### src/rtl/gearbox_n2m_if.sv
// Valid/ready bundle for the N:M lane gearbox.
// Signal names carry the gearbox's own port direction suffixes.
interface gearbox_n2m_if #(
  parameter int IN_W    = 4,
  parameter int OUT_W   = 3,
  parameter int NGROUPS = 2
);
  function automatic int gcd(input int a, input int b);
    int x;
    int y;
    int t;
    x = a;
    y = b;
    while (y != 0) begin
      t = y;
      y = x % y;
      x = t;
    end
    return x;
  endfunction

  localparam int FRAME_N = IN_W / gcd(IN_W, OUT_W);
  localparam int PH_W    = (FRAME_N > 1) ? $clog2(FRAME_N) : 1;

  logic [NGROUPS*IN_W-1:0]  in_dat_i;
  logic                     in_valid_i;
  logic                     in_ready_o;
  logic                     align_i;
  logic                     slip_i;
  logic [NGROUPS*OUT_W-1:0] out_dat_o;
  logic                     out_valid_o;
  logic                     out_ready_i;
  logic [PH_W-1:0]          out_phase_o;
  logic                     out_frame_o;

  modport slave (
    input  in_dat_i, in_valid_i, align_i, slip_i, out_ready_i,
    output in_ready_o, out_dat_o, out_valid_o, out_phase_o, out_frame_o
  );

  modport master (
    output in_dat_i, in_valid_i, align_i, slip_i, out_ready_i,
    input  in_ready_o, out_dat_o, out_valid_o, out_phase_o, out_frame_o
  );
endinterface

### src/rtl/gearbox_n2m.sv
// IN_W:OUT_W multi-lane gearbox, LSB-first, with frame phase marking.
// Optional one-bit slip per lane is enabled by defining GEARBOX_SLIP_EN.
module gearbox_n2m #(
  parameter int IN_W    = 4,
  parameter int OUT_W   = 3,
  parameter int NGROUPS = 2
) (
  input logic clk,
  input logic rst_n,
  gearbox_n2m_if.slave bus
);
  function automatic int gcd(input int a, input int b);
    int x;
    int y;
    int t;
    x = a;
    y = b;
    while (y != 0) begin
      t = y;
      y = x % y;
      x = t;
    end
    return x;
  endfunction

  localparam int MAX_W   = (IN_W > OUT_W) ? IN_W : OUT_W;
  localparam int BUF_W   = 2 * MAX_W;
  localparam int CNT_W   = $clog2(BUF_W + 1);
  localparam int FRAME_N = IN_W / gcd(IN_W, OUT_W);
  localparam int PH_W    = (FRAME_N > 1) ? $clog2(FRAME_N) : 1;

  localparam logic [CNT_W-1:0] IN_C   = CNT_W'(IN_W);
  localparam logic [CNT_W-1:0] OUT_C  = CNT_W'(OUT_W);
  localparam logic [CNT_W-1:0] FULL_C = CNT_W'(BUF_W - IN_W);
  localparam logic [PH_W-1:0]  PH_END = PH_W'(FRAME_N - 1);

  logic [CNT_W-1:0] cnt_q, cnt_d;
  logic [PH_W-1:0]  phase_q, phase_d;
  logic [NGROUPS-1:0][BUF_W-1:0] buf_q, buf_d;

  logic in_ready;
  logic out_valid;
  logic push;
  logic pop;
  logic slip;
  logic [CNT_W-1:0] wr_pos;

`ifdef GEARBOX_SLIP_EN
  assign slip = bus.slip_i && (cnt_q != '0) && !bus.align_i;
`else
  logic unused_slip;
  assign unused_slip = bus.slip_i;
  assign slip        = 1'b0;
`endif

  // Flags come from registered cnt only; slip just masks them off
  assign in_ready  = (cnt_q <= FULL_C) && !slip;
  assign out_valid = (cnt_q >= OUT_C) && !slip;
  assign push      = bus.in_valid_i && in_ready;
  assign pop       = out_valid && bus.out_ready_i;
  assign wr_pos    = pop ? (cnt_q - OUT_C) : cnt_q;

  always_comb begin
    cnt_d   = cnt_q;
    buf_d   = buf_q;
    phase_d = phase_q;
    if (bus.align_i) begin
      cnt_d   = '0;
      buf_d   = '0;
      phase_d = '0;
    end else if (slip) begin
      for (int g = 0; g < NGROUPS; g++) begin
        buf_d[g] = buf_q[g] >> 1;
      end
      cnt_d = cnt_q - CNT_W'(1);
    end else begin
      if (pop) begin
        for (int g = 0; g < NGROUPS; g++) begin
          buf_d[g] = buf_q[g] >> OUT_W;
        end
        cnt_d   = cnt_q - OUT_C;
        phase_d = (phase_q == PH_END) ? '0 : phase_q + PH_W'(1);
      end
      // Bits above cnt are always zero, so OR-in is a clean insert
      if (push) begin
        for (int g = 0; g < NGROUPS; g++) begin
          buf_d[g] = buf_d[g]
            | (BUF_W'(bus.in_dat_i[g*IN_W +: IN_W]) << wr_pos);
        end
        cnt_d = cnt_d + IN_C;
      end
    end
  end

  always_ff @(posedge clk or negedge rst_n) begin
    if (!rst_n) begin
      cnt_q   <= '0;
      buf_q   <= '0;
      phase_q <= '0;
    end else begin
      cnt_q   <= cnt_d;
      buf_q   <= buf_d;
      phase_q <= phase_d;
    end
  end

  always_comb begin
    for (int g = 0; g < NGROUPS; g++) begin
      bus.out_dat_o[g*OUT_W +: OUT_W] = buf_q[g][OUT_W-1:0];
    end
  end

  assign bus.in_ready_o  = in_ready;
  assign bus.out_valid_o = out_valid;
  assign bus.out_phase_o = phase_q;
  assign bus.out_frame_o = out_valid && (phase_q == '0);
endmodule
### src/flat_wrapper.sv
// flat-port wrapper written by rule: the top's interface ports become plain ports
module gearbox_n2m_flat 
#(
  parameter int IN_W    = 4,
  parameter int OUT_W   = 3,
  parameter int NGROUPS = 2
)
  (clk, rst_n, bus_in_dat_i, bus_in_valid_i, bus_align_i, bus_slip_i, bus_out_ready_i, bus_in_ready_o, bus_out_dat_o, bus_out_valid_o, bus_out_phase_o, bus_out_frame_o);
  gearbox_n2m_if #(.IN_W(IN_W), .OUT_W(OUT_W), .NGROUPS(NGROUPS)) bus_i ();
  input logic clk;
  input logic rst_n;
  input wire logic [$bits(bus_i.in_dat_i)-1:0] bus_in_dat_i;
  input wire logic [$bits(bus_i.in_valid_i)-1:0] bus_in_valid_i;
  input wire logic [$bits(bus_i.align_i)-1:0] bus_align_i;
  input wire logic [$bits(bus_i.slip_i)-1:0] bus_slip_i;
  input wire logic [$bits(bus_i.out_ready_i)-1:0] bus_out_ready_i;
  output wire logic [$bits(bus_i.in_ready_o)-1:0] bus_in_ready_o;
  output wire logic [$bits(bus_i.out_dat_o)-1:0] bus_out_dat_o;
  output wire logic [$bits(bus_i.out_valid_o)-1:0] bus_out_valid_o;
  output wire logic [$bits(bus_i.out_phase_o)-1:0] bus_out_phase_o;
  output wire logic [$bits(bus_i.out_frame_o)-1:0] bus_out_frame_o;
  assign bus_i.in_dat_i = bus_in_dat_i;
  assign bus_i.in_valid_i = bus_in_valid_i;
  assign bus_i.align_i = bus_align_i;
  assign bus_i.slip_i = bus_slip_i;
  assign bus_i.out_ready_i = bus_out_ready_i;
  assign bus_in_ready_o = bus_i.in_ready_o;
  assign bus_out_dat_o = bus_i.out_dat_o;
  assign bus_out_valid_o = bus_i.out_valid_o;
  assign bus_out_phase_o = bus_i.out_phase_o;
  assign bus_out_frame_o = bus_i.out_frame_o;
  gearbox_n2m #(.IN_W(IN_W), .OUT_W(OUT_W), .NGROUPS(NGROUPS)) u_core (.clk(clk), .rst_n(rst_n), .bus(bus_i));
endmodule
### config.mk
export PLATFORM = sky130hd
export DESIGN_NAME = gearbox_n2m_flat
export DESIGN_NICKNAME = d
export VERILOG_FILES = /design/src/rtl/gearbox_n2m_if.sv /design/src/rtl/gearbox_n2m.sv /design/src/flat_wrapper.sv
export SDC_FILE = /design/constraint.sdc
export NUM_CORES = 1
export LEC_CHECK = 0
export ABC_AREA = 1
export BUFFER_PORTS_ARGS = -buffer_cell sky130_fd_sc_hd__buf_2
export CAP_MARGIN = 20
export CORE_ASPECT_RATIO = 0.9
export CORE_UTILIZATION = 35
export CTS_CLUSTER_DIAMETER = 150
export DETAILED_ROUTE_END_ITERATION = 8
export SLEW_MARGIN = 40
export SYNTH_ARGS = -nofsm -noshare
export SYNTH_HDL_FRONTEND = slang
export SYNTH_SLANG_ARGS = --single-unit
export TNS_END_PERCENT = 10
### constraint.sdc
create_clock -name clk -period 1.9 [get_ports clk]
set_input_delay 0.38 -clock clk [delete_from_list [all_inputs] [get_ports clk]]
set_output_delay 0.38 -clock clk [all_outputs]
set_load 0.01 [all_outputs]
==> summary.md <==
| Metric | Value |
|---|---|
| CTS H-tree depth | `1` |
| R2r worst-path depth | `10` |
| Final GP Congestion | `~0.89` |
| Initial Util | `0.3777` |
| Worst Setup SP | `u_core.cnt_q[0]` |
| Mux share of post-synthesis cell area | `0.02058` |
| Crit-path leading delay family | `simple AND/OR/NAND/NOR gates` |
| Worst setup margin | `approximately 0.14 ns` |
| Placed cell count | `between 200 and 300` |
| CP max stage delay | `between 0.4 and 0.5 ns` |
| Syn Area/Cell | `7.331 um^2` |
| Chip Width | `~70 um` |
| Hold-fix buffers, CTS | `0` |
| Final setup viols | `0` |
| Die height | `around 63 um` |
| Multi-input gate area | `between 700 and 800 um^2` |
| Synthesized area | `between 0.001 and 0.0015 mm^2` |
| CORE AREA | `0.003862 mm^2` |
| Clk slew on worst S/H paths | `about 0.080 ns` |
| Final slew viol count | `0` |
| Final Hold Viols | `0` |
| HP Class | `in -> async` |
| Post-synth cell types | `25` |
| Yosys Warn Count | `0` |
| Slowest CP cell | `dfrtp_1` |
| Clock Latency Late Sink | `roughly 0.26 ns` |
| Final ANT Viol Nets | `0` |
| Area contributors post-synth | `dfrtp_1 (38%), nand2_1 (16%), nand3_1 (11%), a21oi_1 (4.5%), nor2_1 (3.9%)` |
| DR pass1 iterations | `4` |
| Worst Path Arrival | `1.96 ns` |
| Area share of the largest cell type after synthesis | `0.3774` |
| Via count | `approximately 1.3k` |
| Crit-path max FO | `10` |
| Filler cell count in the final layout | `~400` |
| Routed length per instance | `roughly 12 um` |
| Pre-CTS setup slack | `approximately 0.087 ns` |
| Cell Count, Final, Fillers Out | `between 200 and 300` |
| CTS tree | `built` |
| CTS buffer count | `3` |
| Worst slew pin tran | `0.5164 ns` |
| Yosys reg bits | `22` |
| Utilization after layout | `0.4386` |
| Largest family of logic cells by synthesized area | `simple AND/OR/NAND/NOR gates` |
| Number of global-route vias before repair | `~1.1k` |
| Clk sinks | `22` |
| First-pass GRT wire length | `between 5 and 6 mm` |
| Lkg Pwr | `0.9171 nW` |
| Crit path cell chain | `inv_1, ha_1, nor2_1, nor3b_2, nand2_4, nor2_8, inv_2, nand2_1, nand2_1, a21oi_1` |
| Count of input and output buffers | `23` |
| Worst Path Buf+Inv | `2` |
| WP data required | `2.09 ns` |
| DR iter-0 viols | `slightly below 100` |
| Die area | `0.004431 mm^2` |
| Fin crit share | `0.9284` |
| Total power | `0.002032 W` |
| Post-synthesis cell count | `approximately 200` |
| Syn Nets | `around 220` |
| RSZ-0062 raised after global routing | `true` |
| Min Tclk post-route | `roughly 1.8 ns` |
| Vias/cell | `4.852` |
| Simple-gate portion of the synthesized area | `0.3868` |
| Pwr dens | `1200 mW/mm^2` |
| Post-synth top flop | `dfrtp_1` |
| Post-synth top area cell | `dfrtp_1` |
| Largest net degree at the start of global routing | `23` |
| Routed wire length | `approximately 3.3 mm` |
| Synth-to-layout area growth | `16.12%` |
| Crit path depth | `10` |
| Grt ovf | `0` |
| Post-synth EDFFs | `0` |
| Tot GR Track Use | `0.1598` |
| Crit end category | `flip-flop` |
| Sequential cell area | `550.5 um^2` |
| Initial antenna violation count | `0` |
| XOR/XNOR Fraction of Synth Area | `0.006003` |
| Seq/Total Area, Yosys | `0.3774` |
| DRC | `0` |
| Critical Path Most Common Cell | `nand2_1` |
| Max cap viols | `0` |
| Post-DP HPWL | `approximately 2.6 mm` |
| WS Path Type | `reg -> reg` |
| Ys async rst share | `1.000` |
| Max clock buf depth | `2` |
| Nets | `~240` |
| I/O pin total | `25` |
| Status | `finished clean` |
| Ant. Diodes | `0` |
| Layout cells sized above 1 | `0.2400` |
| Adder-Cell Fraction of Synth Area | `0.02573` |
| Reg2Reg Launch Point | `u_core.cnt_q[0]` |
| Post-Route Skew | `between 0.002 and 0.003 ns` |
| Cell Rows | `21` |
| Synth Area in Compound Gates | `0.08919` |
| CP endpoint | `u_core.buf_q[12]` |
| RR Endpoint | `u_core.buf_q[12]` |
| Startpoint Class | `flip-flop` |
| Root Buffer | `clkbuf_8` |
| Fmax | `~0.57 GHz` |
| Relative slew slack | `0.6557` |
| Internal reg-to-reg setup slack | `between 0.1 and 0.15 ns` |
| VDD IR max | `0.0004274 V` |
## area by class of cell
| cell class | count | share of cell area |
|---|---|---|
| multi-input cells | 149 | 0.4594 |
| flip-flops and latches | 22 | 0.3250 |
| repair buffers | 32 | 0.1078 |
| inverters | 18 | 0.04136 |
| well taps | 46 | 0.03397 |
| clock buffers | 4 | 0.03250 |
## how the worst min path moves through the flow
stage	cells past startpoint	start	endpoint
global route	1	rst_n	u_core.bus.out_dat_o[1]
detailed placement	1	rst_n	u_core.bus.out_dat_o[1]
finish	1	rst_n	u_core.bus.out_dat_o[4]
floorplan	0	rst_n	u_core.buf_q[11]
global placement	1	rst_n	u_core.bus.out_dat_o[1]
CTS	1	rst_n	u_core.bus.out_dat_o[4]
## power breakdown
part	switching (W)	internal [W]	leakage, nW
clock	0.000157	0.000185	0.0288
combinational	0.000664	0.000380	0.591
sequential	0.0000633	0.000583	0.297
## cells in the final DEF, fill, tap and decap left out, types with 4 or more instances in the layout
| cell type | count |
|---|---|
| clkbuf_8 | 4 |
| o21ai_0 | 7 |
| inv_1 | 14 |
| buf_2 | 23 |
| a21oi_1 | 13 |
| dfrtp_1 | 22 |
| nor2_1 | 14 |
| buf_4 | 9 |
| nand2_1 | 61 |
| nand3_1 | 31 |
## logic make-up after synthesis
group / after synthesis
mux: 3
buf+inv: 28
xor+xnor: 1
simple gates: 119
flops: 22
compound gates: 23
fa+ha+maj: 3
## stage by stage
step | cell area [um^2] | setup TNS [ns] | hold WS [ns]
after detailed placement | 1624 | 0 | 0.3838
after global routing | 1694 | -0.0002118 | 0.1157
after CTS | 1679 | 0 | 0.09146
after global placement | 1624 | 0 | 0.3844
final | 1694 | 0 | 0.07932
after floorplan | 1459 | 0 | 0.08441
## routing by layer
layer / track usage / vias to the layer above / routed length (um)
met5: 0 / - / 0
li1: - / 691 / -
met1: 0.2658 / 583 / 1814
met2: 0.2043 / 39 / 1285
met3: 0.02080 / 2 / 179
met4: 0.05250 / 0 / 16
## cell usage after synthesis, types with 2 or more instances
| master | number |
|---|---|
| inv_1 | 14 |
| nand2_1 | 63 |
| nand3_1 | 31 |
| nor2_2 | 2 |
| dfrtp_1 | 22 |
| a21oi_1 | 13 |
| ha_1 | 3 |
| nor2_1 | 15 |
| clkbuf_1 | 3 |
| inv_2 | 3 |
| mux2i_1 | 3 |
| nand2_4 | 3 |
| o21ai_0 | 7 |
| buf_4 | 6 |
## worst register-to-register path: cells and delay by family, from the launching register on
kind / cells / cell delay, ns
fa+ha+maj: 1 / 0.16
compound gates: 1 / 0.13
buf+inv: 2 / 0.18
simple gates: 6 / 0.79
flops: 1 / 0.42
## timing repair
action                                  CTS  global route
resized for setup                         0             3
buffers inserted                          0             1
endpoints found under the setup margin    0             8
## sequential cells by signal, indices dropped and copies added, names as in the netlist
name	count
u_core.buf_q	10
u_core.bus.out_dat_o	6
u_core.cnt_q	4
u_core.bus.out_phase_o	2
No activity file was read; power rests on OpenSTA's default activity.
